`config.mk`:
```
export PLATFORM = sky130hd
export DESIGN_NAME = pc_fetch_unit
export DESIGN_NICKNAME = d
export VERILOG_FILES = /design/src/rtl/pc_fetch_unit.sv
export SDC_FILE = /design/constraint.sdc
export NUM_CORES = 1
export LEC_CHECK = 0
export ABC_AREA = 1
export CAP_MARGIN = 15
export CORE_MARGIN = 10
export CORE_UTILIZATION = 35
export CTS_CLUSTER_DIAMETER = 30
export DETAILED_ROUTE_END_ITERATION = 10
export GPL_TIMING_DRIVEN = 0
export PLACE_DENSITY_LB_ADDON = 0.3
export SETUP_SLACK_MARGIN = 0.05
export SKIP_LAST_GASP = 1
export SLEW_MARGIN = 20
export SYNTH_ARGS = -nofsm -noshare
export SYNTH_HDL_FRONTEND = slang
export SYNTH_SLANG_ARGS = --single-unit
```
`constraint.sdc`:
```
create_clock -name clk -period 1.5 [get_ports clk]
set_input_delay 0.3 -clock clk [delete_from_list [all_inputs] [get_ports clk]]
set_output_delay 0.3 -clock clk [all_outputs]
set_load 0.005 [all_outputs]
```
`src/rtl/pc_fetch_unit.sv`:
```
// Instruction-fetch front end: owns the PC, issues one imem read at a time and
// presents {pc, instr, pc+4} to decode. Optional macro: PC_MISALIGN_CHECK_EN.
module pc_fetch_unit #(
  parameter logic [31:0] RESET_PC  = 32'h0000_0000,
  parameter logic [31:0] NOP_INSTR = 32'h0000_0013
) (
  input  logic        clk,
  input  logic        rst,
  output logic        imem_req_valid,
  input  logic        imem_req_ready,
  output logic [31:0] imem_req_addr,
  input  logic        imem_resp_valid,
  input  logic [31:0] imem_resp_data,
  input  logic        redirect_valid,
  input  logic [31:0] redirect_pc,
  output logic        if_valid,
  input  logic        if_ready,
  output logic [31:0] if_pc,
  output logic [31:0] if_instr,
  output logic [31:0] if_pc_plus4
`ifdef PC_MISALIGN_CHECK_EN
  ,
  output logic        fetch_misaligned
`endif
);

  localparam logic [1:0] S_IDLE = 2'd0;
  localparam logic [1:0] S_REQ  = 2'd1;
  localparam logic [1:0] S_WAIT = 2'd2;
  localparam logic [1:0] S_HOLD = 2'd3;

  logic [1:0]  state_q, state_d;
  logic [31:0] pc_q, pc_d;
  logic        drop_q, drop_d;
  logic        req_valid_q, req_valid_d;
  logic [31:0] req_addr_q, req_addr_d;
  logic        if_valid_q, if_valid_d;
  logic [31:0] if_pc_q, if_pc_d;
  logic [31:0] if_instr_q, if_instr_d;
  logic [31:0] if_pc_plus4_q, if_pc_plus4_d;

  logic        redir_take;
  logic [31:0] redir_target;
  logic [31:0] pc_plus4;

  assign pc_plus4     = pc_q + 32'd4;
  assign redir_target = redirect_pc & ~32'h0000_0003;

`ifdef PC_MISALIGN_CHECK_EN
  logic misaligned_q, misaligned_d;
  logic redir_bad;

  // A misaligned target is rejected outright; the flag is sticky until reset.
  assign redir_bad        = redirect_valid && (redirect_pc[1:0] != 2'b00);
  assign redir_take       = redirect_valid && !redir_bad;
  assign misaligned_d     = misaligned_q | redir_bad;
  assign fetch_misaligned = misaligned_q;

  always_ff @(posedge clk) begin
    if (rst) misaligned_q <= 1'b0;
    else     misaligned_q <= misaligned_d;
  end
`else
  assign redir_take = redirect_valid;
`endif

  always_comb begin
    // NOTE: every _d gets a default first so no path through the case infers a latch.
    state_d       = state_q;
    pc_d          = pc_q;
    drop_d        = drop_q;
    if_valid_d    = if_valid_q;
    if_pc_d       = if_pc_q;
    if_instr_d    = if_instr_q;
    if_pc_plus4_d = if_pc_plus4_q;

    case (state_q)
      S_IDLE: begin
        state_d = S_REQ;
        if (redir_take) pc_d = redir_target;
      end
      S_REQ: begin
        if (imem_req_ready) state_d = S_WAIT;
        if (redir_take) begin
          pc_d = redir_target;
          // Request already accepted: its response belongs to the wrong path.
          if (imem_req_ready) drop_d = 1'b1;
        end
      end
      S_WAIT: begin
        if (redir_take) begin
          pc_d = redir_target;
          if (imem_resp_valid) begin
            drop_d  = 1'b0;
            state_d = S_REQ;
          end else begin
            drop_d = 1'b1;
          end
        end else if (imem_resp_valid) begin
          if (drop_q) begin
            drop_d  = 1'b0;
            state_d = S_REQ;
          end else begin
            if_valid_d    = 1'b1;
            if_pc_d       = pc_q;
            if_instr_d    = imem_resp_data;
            if_pc_plus4_d = pc_plus4;
            pc_d          = pc_plus4;
            state_d       = S_HOLD;
          end
        end
      end
      S_HOLD: begin
        if (redir_take) begin
          if_valid_d = 1'b0;
          pc_d       = redir_target;
          state_d    = S_REQ;
        end else if (if_ready) begin
          if_valid_d = 1'b0;
          state_d    = S_REQ;
        end
      end
      default: state_d = S_IDLE;
    endcase

    // Request outputs are registered from the next-state view, so a redirect
    // taken this cycle is what the memory sees next cycle.
    req_valid_d = (state_d == S_REQ);
    req_addr_d  = pc_d;
  end

  always_ff @(posedge clk) begin
    // NOTE: sequential state uses non-blocking assignments so every flop samples pre-edge values.
    if (rst) begin
      state_q       <= S_IDLE;
      pc_q          <= RESET_PC;
      drop_q        <= 1'b0;
      req_valid_q   <= 1'b0;
      req_addr_q    <= RESET_PC;
      if_valid_q    <= 1'b0;
      if_pc_q       <= 32'h0000_0000;
      if_instr_q    <= NOP_INSTR;
      if_pc_plus4_q <= 32'h0000_0004;
    end else begin
      state_q       <= state_d;
      pc_q          <= pc_d;
      drop_q        <= drop_d;
      req_valid_q   <= req_valid_d;
      req_addr_q    <= req_addr_d;
      if_valid_q    <= if_valid_d;
      if_pc_q       <= if_pc_d;
      if_instr_q    <= if_instr_d;
      if_pc_plus4_q <= if_pc_plus4_d;
    end
  end

  assign imem_req_valid = req_valid_q;
  assign imem_req_addr  = req_addr_q;
  assign if_valid       = if_valid_q;
  assign if_pc          = if_pc_q;
  assign if_instr       = if_instr_q;
  assign if_pc_plus4    = if_pc_plus4_q;

endmodule

```
Word-level counts from Yosys, hierarchy flattened
Index checks and enable logic that the tools add are counted.
- flip-flop bits (word level): 133
- logic and storage cells: 57
- output and inout bits: 130
- multiplexer cells: 25
- add/subtract/negate cells: 1
- bitwise operators: 2
- eq/ne operators: 13
- reduce and logical (&&, ||, !) cells: 8
- operators with widths (cell ; number):
    32-bit two-way mux ; 4
    32-bit one-hot mux with 2 select lines ; 1
    32-bit by 3-bit adder with 32-bit output, second input constant ; 1
    2-bit two-way mux ; 7
    1-bit two-way mux ; 10
    2-bit inequality test, second input constant ; 5
    3-bit inequality test, second input constant ; 3
    2-bit one-hot mux with 4 select lines ; 1
    4-bit AND reduction ; 2
    5-bit AND reduction ; 1
    2-bit by 1-bit == test with 1-bit output, second input constant ; 2
    2-bit == test, second input constant ; 2
    1-bit one-hot mux with 2 select lines ; 2
    2-bit nonzero test ; 2
    3-bit AND reduction ; 1
    3-bit OR reduction ; 1
    2-bit logical NOT ; 1
    2-bit by 1-bit inequality test with 1-bit output, second input constant ; 1
    1-bit NOT ; 2

Logic depth before layout (Yosys ltp)
- depth after elaboration: 5
- mapped depth: 11
- gate-level depth less buffers: 10

Least setup slack after synthesis
OpenSTA, ideal clock, no wires.
- path kind: register to register
- from: register imem_req_addr[2] (netlist name)
- to: register if_pc_plus4_q[22], in the netlist if_pc_plus4[22]
- path slack: -0.040 ns
- data arrival time: 1.424 ns
- buffers on the path: 0
- cell stages (with the launch flop): 11
- setup time: 0.115 ns
- path through: dfxtp_1 > ha_1 > nand2_1 > nor2_2 > nand2_2 > nor2_2 > nand2_1 > nand2_1 > nand3_1 > o21ai_0 > inv_1
- RTL lines (item ; RTL line ; text):
    end signal, assigned ; 153 ; if_pc_plus4_q <= if_pc_plus4_d;
    end, declared ; 40 ; logic [31:0] if_pc_plus4_q, if_pc_plus4_d;

==> flow_summary.json <==
{
  "outcome": "finished, violations left",
  "violations": "negative setup slack",
  "area_growth_pct": 91.18,
  "reg2reg_slack_ns": -0.17,
  "tritoncts": "built",
  "holdBufCountCts": 0,
  "clk_latency_ns": 0.43,
  "synthTopCellsByArea": "dfxtp_1 (45%), nor2_1 (12%), o21ai_0 (11%), nand2_1 (7.6%), a21oi_1 (4.9%)",
  "fillers": 1171,
  "initial_core_util_pct": 35.57,
  "ios": 200,
  "reg2reg_to": "imem_req_addr[12]",
  "async_reset_ff_share_pct": 0,
  "clock-sinks": 127,
  "ys_ff_latch": 127,
  "ant_nets": 0,
  "crit_path_top_delay_cell": "dfxtp_4",
  "critical_path_class": "register to register",
  "synth_edf_count": 0,
  "mostFrequentLayoutCells": "dlygate4sd2_1 (124), nor2_1 (106), dfxtp_1 (93)",
  "grt_max_degree": 17,
  "dieArea_um2": 21560,
  "antennaDiodeCount": 0,
  "avgSynthCellArea_um2": 7.019,
  "syn_inst": 802,
  "power_mw": 9.396,
  "place_hpwl_um": 16110,
  "fin_skew_ns": 0.009421,
  "yosys_warnings": 0,
  "firstDrtPassIters": 5,
  "antenna_found_initial": 0,
  "synth_cell_types": 31,
  "synthesis.area_um2": 5629,
  "irDropWorstVdd_uv": 842.7,
  "wirelength_um": 26380,
  "worstMarginPinSlew_ns": 0.7484,
  "yosysTopAreaCell": "dfxtp_1",
  "crit_path_end_kind": "register",
  "worstPathRequired_ns": 1.86,
  "remaining_drc_errors": 0,
  "finalCriticalPeriod_ns": 1.671,
  "grt_overflow": 0,
  "grt_pass1_wl_um": 37390,
  "placed_area_um2": 7860,
  "rsz0062_at_grt": "true",
  "final_nets": 1158,
  "portBuffers": 191,
  "cp-startpoint": "imem_req_addr[8]",
  "seq_area_frac_synth_pct": 45.17,
  "finalWorstSetupSlack_ns": -0.1709,
  "finalHoldViolCount": 0,
  "netlist.area_leader.share_pct": 45.17,
  "rr_startpoint": "imem_req_addr[8]",
  "cts_made_buffers": 17,
  "clk_path_buf_depth": 2,
  "fmax_mhz": 598.5,
  "fin_crit_sh_pct": 111.4,
  "cts-root-buf": "clkbuf_16",
  "r2r_cells": 8,
  "clk_pin_slew_worst_paths_ns": 0.06,
  "grt_use_total_pct": 21.99,
  "hold_class": "input port to register",
  "drive_above_1_share_pct": 39.18,
  "crit_fanout": 5,
  "slew_viol_final": 0,
  "drt-initial-drc-count": 483,
  "coreArea_um2": 15830,
  "vias": 6796,
  "synthFlopType": "dfxtp_1",
  "power_density_nw_per_um2": 873.1,
  "slew_headroom_pct": 50.11,
  "arrival_ns": 2.04,
  "num_rows": 46,
  "via_per_inst": 5.164,
  "layout_commonest_cell": "dlygate4sd2_1",
  "die_h_um": 146.8,
  "finalInstanceArea_um2": 10760,
  "crit_end": "imem_req_addr[12]",
  "finalWeightedCongestion": 0.9300,
  "cp-start-kind": "register",
  "grt_pass1_vias": 6550,
  "setup_viol": 52,
  "crit_chain": "nand2_1 > nor2_2 > nand2_4 > nor2_4 > buf_4 > xor2_2 > a21oi_1 > nor2_1",
  "p_leak_nw": 4.824,
  "maxCapViolCount": 0,
  "cpPeakStageDelay_ns": 0.43,
  "cts-htree-levels": 4,
  "wl_per_cell_um": 20.04,
  "die_w_um": 146.8
}
through the flow:
| stage | std cells | worst slack, ns | setup TNS, ns | hold slack [ns] | utilization (%) |
|---|---|---|---|---|---|
| after floorplan | 807 | 0.05078 | 0 | 0.4061 | - |
| after global placement | 1214 | -0.7634 | -83.22 | 0.4533 | 49.66 |
| after detailed placement | 1214 | -0.7684 | -80.32 | 0.4561 | 49.66 |
| after CTS | 1301 | -0.1183 | -5.014 | 0.4500 | 63.31 |
| after global routing | 1316 | -0.2341 | -7.045 | 0.1975 | 67.99 |
| final | 1316 | -0.1709 | -2.603 | 0.1955 | 67.99 |
report_power, final:
part           leakage, nW  internal, mW  switching (mW)
Clock                0.300          2.74            1.61
Combinational         3.47         0.678           0.700
Sequential            1.05          3.50           0.176
layout make-up:
class	count	area, µm²	share of cell area, %
timing repair buffer	268	2779	25.82
clock inverter	10	135.1	1.256
clock buffer	22	474.2	4.406
sequential	127	2643	24.56
inverter	65	259.0	2.407
tap	216	270.3	2.511
buffer	42	420.4	3.907
multi-input combinational	566	3781	35.14
worst min-delay path by stage:
stage / from / end / slack [ns] / cells after the start
2_1_floorplan: imem_resp_valid / drop_q / 0.41 / 1
3_3_place_gp: if_instr[1] / if_instr[1] / 0.45 / 2
3_5_place_dp: if_instr[1] / if_instr[1] / 0.46 / 2
4_1_cts: imem_resp_data[4] / if_instr[4] / 0.45 / 3
5_1_grt: imem_resp_valid / drop_q / 0.20 / 2
6_report: imem_resp_valid / drop_q / 0.20 / 2
what timing repair did:
action	in CTS	in global routing
gates resized for setup	443	249
endpoints found under the setup margin	250	128
hold endpoints to repair	0	0
gates cloned	15	3
buffers inserted	43	26
pin swaps	64	76
registers in the layout (all words and copies together) (netlist names):
signal and cells:
if_instr 32, imem_req_addr 30, if_valid 1, if_pc 30, drop_q 1, if_pc_plus4 30
state_q 2, imem_req_valid 1
critical path: cells and delay by family (launching register included):
family	cells	cell delay, ns
XOR/XNOR	1	0.19
buffers and inverters	1	0.16
flip-flops	1	0.43
AND/OR/NAND/NOR	5	0.73
AO/OA/AOI/OAI	1	0.10
synth_stat cells (7+ instances only):
library cell,n
nor2_1,173
dfxtp_1,127
o21ai_0,127
nand2_1,114
inv_1,61
a21oi_1,55
nand3_1,33
clkbuf_1,19
or2_2,15
buf_4,14
buf_2,9
o21ai_1,8
nor2_2,7
xor2_1,7
metal layers:
layer | global-route usage (%) | wire length [µm] | vias up
met2 | 36.21 | 12500 | 354
met1 | 25.46 | 10090 | 3187
li1 | - | - | 3157
met3 | 7.525 | 2343 | 98
met5 | 0 | 0 | -
met4 | 9.359 | 1445 | 0
cells by family after synthesis:
group	count (synthesis)	share of synthesized area [%]
and+or+nand+nor	355	26.45
AOI/OAI and AO/OA	197	17.87
DFF	127	45.17
buffers and inverters	114	9.135
xor gates and xnor gates	7	1.089
adders and majority gates	1	0.2222
other	1	0.06662
No activity file was read; power rests on OpenSTA's default activity.
